<file path="config.mk">
export PLATFORM = sky130hd
export DESIGN_NAME = histogram_run_controller
export DESIGN_NICKNAME = d
export VERILOG_FILES = /design/src/rtl/histogram_run_controller.sv
export SDC_FILE = /design/constraint.sdc
export NUM_CORES = 1
export LEC_CHECK = 0
export CORE_UTILIZATION = 50
export CTS_CLUSTER_DIAMETER = 50
export DETAILED_ROUTE_END_ITERATION = 10
export GPL_TIMING_DRIVEN = 0
export PLACE_DENSITY = 0.9
export SYNTH_ARGS = -nofsm -noshare
export SYNTH_HDL_FRONTEND = slang
export SYNTH_SLANG_ARGS = --single-unit
</file>
<file path="constraint.sdc">
create_clock -name clk100 -period 7.5 [get_ports clk100]
set_clock_uncertainty 0.15 [all_clocks]
set_input_delay 1.5 -clock clk100 [delete_from_list [all_inputs] [get_ports clk100]]
set_output_delay 1.5 -clock clk100 [all_outputs]
set_load 0.01 [all_outputs]
</file>
<file path="src/rtl/histogram_run_controller.sv">
// histogram_run_controller: sequences clear, acquisition, drain and bin readout for one code-density run.
module histogram_run_controller #(
  parameter int WIDTH_RAM = 16,
  parameter int DEPTH_RAM = 1024,
  parameter int CNT_W = 32,
  parameter int DRAIN_CYC = 4,
  localparam int AW = $clog2(DEPTH_RAM)
) (
  input  logic                 clk100,
  input  logic                 rst,
  input  logic                 start,
  input  logic                 abort,
  input  logic [CNT_W-1:0]     n_samples,
  input  logic                 adc_valid,
  input  logic                 fifo_empty,
  output logic                 acq_en,
  output logic                 hist_rst,
  input  logic                 hist_wen,
  input  logic [AW-1:0]        hist_addr,
  input  logic [WIDTH_RAM-1:0] hist_din,
  output logic                 ram_wen,
  output logic [AW-1:0]        ram_addr_a,
  output logic [WIDTH_RAM-1:0] ram_din_a,
  output logic [AW-1:0]        ram_addr_b,
  input  logic [WIDTH_RAM-1:0] ram_dout_b,
  output logic [WIDTH_RAM-1:0] out_data,
  output logic                 out_valid,
  input  logic                 out_ready,
  output logic                 busy,
  output logic                 done
);
  localparam int DCW = $clog2(DRAIN_CYC + 1);
  typedef enum logic [2:0] {IDLE, CLEAR, ACQUIRE, DRAIN, RD_ADDR, RD_WAIT, PRESENT, DONE} state_t;
  state_t state_q, state_d;
  logic [AW-1:0] addr_q, addr_d;
  logic [CNT_W-1:0] cnt_q, cnt_d, n_q, n_d;
  logic [DCW-1:0] dcnt_q, dcnt_d;
  logic [WIDTH_RAM-1:0] data_q, data_d;
  logic acq_en_q, acq_en_d, hist_rst_q, hist_rst_d, busy_q, busy_d;
  logic out_valid_q, out_valid_d, done_q, done_d;
  always_comb begin
    state_d = state_q;
    addr_d = addr_q;
    cnt_d = cnt_q;
    n_d = n_q;
    dcnt_d = '0;
    data_d = data_q;
    case (state_q)
      IDLE: if (start) begin
        n_d = n_samples;
        addr_d = '0;
        cnt_d = '0;
        state_d = CLEAR;
      end
      CLEAR: begin
        addr_d = addr_q + 1'b1;
        if (addr_q == AW'(DEPTH_RAM - 1)) state_d = (n_q != '0) ? ACQUIRE : DRAIN;
      end
      ACQUIRE: if (adc_valid) begin
        cnt_d = cnt_q + 1'b1;
        if (cnt_d == n_q) state_d = DRAIN;
      end
      DRAIN: begin
        dcnt_d = fifo_empty ? dcnt_q + 1'b1 : '0;
        if (dcnt_d == DCW'(DRAIN_CYC)) begin
          state_d = RD_ADDR;
          addr_d = '0;
        end
      end
      RD_ADDR: state_d = RD_WAIT;
      RD_WAIT: begin
        data_d = ram_dout_b;
        state_d = PRESENT;
      end
      PRESENT: if (out_ready) begin
        if (addr_q == AW'(DEPTH_RAM - 1)) state_d = DONE;
        else begin
          addr_d = addr_q + 1'b1;
          state_d = RD_ADDR;
        end
      end
      DONE: state_d = IDLE;
    endcase
    if (abort) state_d = IDLE;
    acq_en_d = state_d == ACQUIRE;
    hist_rst_d = !(state_d == ACQUIRE || state_d == DRAIN);
    busy_d = state_d != IDLE;
    out_valid_d = state_d == PRESENT;
    done_d = state_d == DONE;
  end
  always_ff @(posedge clk100) begin
    if (rst) begin
      state_q <= IDLE;
      addr_q <= '0;
      cnt_q <= '0;
      n_q <= '0;
      dcnt_q <= '0;
      data_q <= '0;
      acq_en_q <= 1'b0;
      hist_rst_q <= 1'b1;
      busy_q <= 1'b0;
      out_valid_q <= 1'b0;
      done_q <= 1'b0;
    end else begin
      state_q <= state_d;
      addr_q <= addr_d;
      cnt_q <= cnt_d;
      n_q <= n_d;
      dcnt_q <= dcnt_d;
      data_q <= data_d;
      acq_en_q <= acq_en_d;
      hist_rst_q <= hist_rst_d;
      busy_q <= busy_d;
      out_valid_q <= out_valid_d;
      done_q <= done_d;
    end
  end
  // Port A belongs to the controller only while clearing; otherwise the histogrammer owns it.
  assign ram_wen = (state_q == CLEAR) ? 1'b1 : hist_wen & ~hist_rst_q;
  assign ram_addr_a = (state_q == CLEAR) ? addr_q : hist_addr;
  assign ram_din_a = (state_q == CLEAR) ? '0 : hist_din;
  assign ram_addr_b = addr_q;
  assign out_data = data_q;
  assign out_valid = out_valid_q;
  assign acq_en = acq_en_q;
  assign hist_rst = hist_rst_q;
  assign busy = busy_q;
  assign done = done_q;
endmodule

</file>
==> impl_metrics.json <==
{
  "pre_cts_ws_ps": 2680,
  "tightest_slew_ps": 1260,
  "fin_crit_ps": 5320,
  "clock_path_buffers": 2,
  "io_pins": 140,
  "placed_area_um2": 7140,
  "routedLengthMet1_um": 7950,
  "setup_viol": 0,
  "wl_um": 18400,
  "critPathCaptureType": "primary output",
  "r2r_start": "cnt_q[1]",
  "top_layer": "met4",
  "max_freq_mhz": 188,
  "leakagePower_uw": 0.00248,
  "postLayoutCellArea_um2": 7340,
  "synth.avg_cell_area_um2": 7.49,
  "drv_slew": 0,
  "seq_area_frac_synth": 0.363,
  "setup_tns_ps": 0,
  "startpoint_type": "flip-flop",
  "swShare": 0.254,
  "diodes": 0,
  "synth-seq-cells": 101,
  "placedCellCount": 1023,
  "crit_start": "state_q[1]",
  "drt-pass1-iter-count": 6,
  "overflow": 0,
  "rsz0062_at_grt": "false",
  "holdPathEnd": "dcnt_q[0]",
  "critPathMaxFanout": 10,
  "worstSetupPathType": "flip-flop to primary output",
  "die_w_um": 108,
  "portBuffers": 139,
  "cp_data_arrival_time_ps": 3670,
  "relSlewSlack": 0.154,
  "cts_resized": 0,
  "fin_ws_ps": 2180,
  "rr_endpoint": "acq_en",
  "fin_crit_sh": 0.710,
  "comb_power_share": 0.150,
  "hold_path_class": "flip-flop to flip-flop",
  "min_path_cells": 1,
  "drive_gt1_frac": 0.0491,
  "wl_met2_um": 8250,
  "vias": 6089,
  "drtAntennaViolNets": 0,
  "pwr-share-seq": 0.510,
  "gp_congestion": 1.02,
  "cts_sinks": 101,
  "async_flop_share": 0,
  "maxCapViolCount": 0,
  "postCtsSetupBuffers": 0,
  "r2r_cells": 9,
  "p_clk_frac": 0.340,
  "drtIter0Drc": 623,
  "start_util": 0.514,
  "num_rows": 38,
  "core_um2": 10800,
  "cts_root_buf": "clkbuf_8",
  "cts_tree": "done",
  "p_total_uw": 1100,
  "area_growth_pct": 31.7,
  "via_per_inst": 5.87,
  "nNetsFinal": 979,
  "wire_per_inst_um": 17.8,
  "synth_cell_types": 55,
  "grt_start_max_net_pins": 16,
  "p_int_uw": 822,
  "grt_pass1_vias": 5388,
  "synth_edf_count": 0,
  "hpwl_um": 13800,
  "syn_inst": 744,
  "holdBufCountCts": 0,
  "htreeDepth": 3,
  "multi_input_area_um2": 3280,
  "synth_area_um2": 5570,
  "final_hold_viol_count": 0,
  "fill_cells": 899,
  "die_area_um2": 11600,
  "power_density_nw_per_um2": 150,
  "cts_buffers": 9,
  "grt.total_usage": 0.321,
  "wl_met3_um": 1580,
  "synthesis.nets": 829,
  "yosysWarnings": 0,
  "hp-start": "dcnt_q[0]",
  "route.detailed.drc": 0,
  "crit_required_ps": 5850,
  "fin_cells": 1037,
  "antenna_found_initial": 0,
  "ys.flop_type": "dfxtp_1",
  "clk_pin_slew_ps": 90,
  "p_sw_uw": 280,
  "die_h_um": 108,
  "regArea_um2": 2020,
  "clk_latency_ps": 380,
  "outcome": "finished, final reports clean",
  "grt_pass1_wl_um": 28500,
  "ir_drop_mv": 0.135,
  "rrSetupSlack_ps": 4080
}
## stage by stage
stage                     hold slack, ps  utilization
after floorplan                      267            -
after global placement               288        0.659
after detailed placement             287        0.659
after CTS                            300        0.677
after global routing                 325        0.677
final                                303        0.677
## power by group through the flow
stage	Clock (uW)	Combinational [uW]	Sequential, uW
2_1_floorplan	0	75.5	568
3_3_place_gp	0	159	573
6_report	375	165	562
3_5_place_dp	0	162	574
5_1_grt	395	177	563
4_1_cts	375	163	561
## placed cells by master (no fill, tap or decap), types with 4 or more instances in the layout
cell type	count
nor3_1	23
nor4_1	18
xor2_1	14
and2_1	5
nand4_1	22
xnor2_1	40
nor2_1	56
a21oi_1	86
nor2b_1	16
nand2_1	155
inv_1	12
clkdlybuf4s50_1	139
a211oi_1	5
a311oi_1	8
and3_1	7
a31oi_1	6
dfxtp_1	101
o21ai_0	15
buf_2	6
nand3_1	30
clkbuf_1	40
clkbuf_8	9
or3_1	7
mux2_2	10
and4_1	8
buf_4	4
## cell type report
type | instances | area share
sequential | 101 | 0.275
timing repair buffer | 139 | 0.190
buffer | 52 | 0.0297
clock buffer | 10 | 0.0174
multi-input combinational | 578 | 0.447
inverter | 13 | 0.00665
clock inverter | 4 | 0.0101
tap | 140 | 0.0239
## flip-flops by register name, indices dropped and copies added, names as in the netlist, 3 cells and up
signal      count
cnt_q          32
dcnt_q          3
n_q            32
out_data       16
ram_addr_b     10
state_q         3
## cells in the mapped netlist, drive strengths merged, types with 3 or more instances
cell | n | area share
dfxtp | 101 | 0.36
clkbuf | 39 | 0.026
and4 | 8 | 0.013
o21ai | 15 | 0.013
nand2 | 155 | 0.10
a21oi | 87 | 0.079
a211oi | 5 | 0.0067
nand3b | 3 | 0.0040
xnor2 | 41 | 0.066
nor2 | 56 | 0.038
and3 | 7 | 0.0079
and2 | 5 | 0.0056
o211ai | 3 | 0.0040
buf | 13 | 0.013
nor2b | 17 | 0.020
inv | 12 | 0.0081
nand3 | 30 | 0.027
nor3 | 23 | 0.021
a31oi | 6 | 0.0067
o31a | 3 | 0.0047
mux2 | 10 | 0.020
a311oi | 8 | 0.013
nand4 | 23 | 0.029
ha | 3 | 0.0067
or3 | 7 | 0.0079
nor4 | 21 | 0.027
xor2 | 14 | 0.022
## critical path: stages (launching register included)
cell	delay, ps
dfxtp_1	320
clkbuf_1	210
clkbuf_1	370
nor3_1	1060
clkbuf_1	430
mux2_2	410
clkdlybuf4s50_1	490
## routing by layer
| layer | up-vias | track usage |
|---|---|---|
| met2 | 316 | 0.484 |
| met1 | 2817 | 0.451 |
| li1 | 2892 | - |
| met3 | 64 | 0.0557 |
| met5 | - | 0 |
| met4 | 0 | 0.125 |
## cell families after synthesis
kind of cell	after synthesis	synth area share
fa+ha+maj	3	0.00674
compound gates	145	0.154
mux	12	0.0238
xor+xnor	55	0.0878
simple gates	363	0.317
flops	101	0.363
buf+inv	65	0.0478
## worst max path at each step
stage / slack [ps] / to / cells past startpoint
after global placement: 2760 / ram_addr_a[6] / 6
after global routing: 1960 / ram_addr_a[6] / 6
after detailed placement: 2680 / ram_addr_a[6] / 6
final: 2180 / ram_addr_a[6] / 6
after floorplan: 3760 / ram_addr_a[6] / 5
after CTS: 2250 / ram_addr_a[6] / 6
No activity file was read; power rests on OpenSTA's default activity.
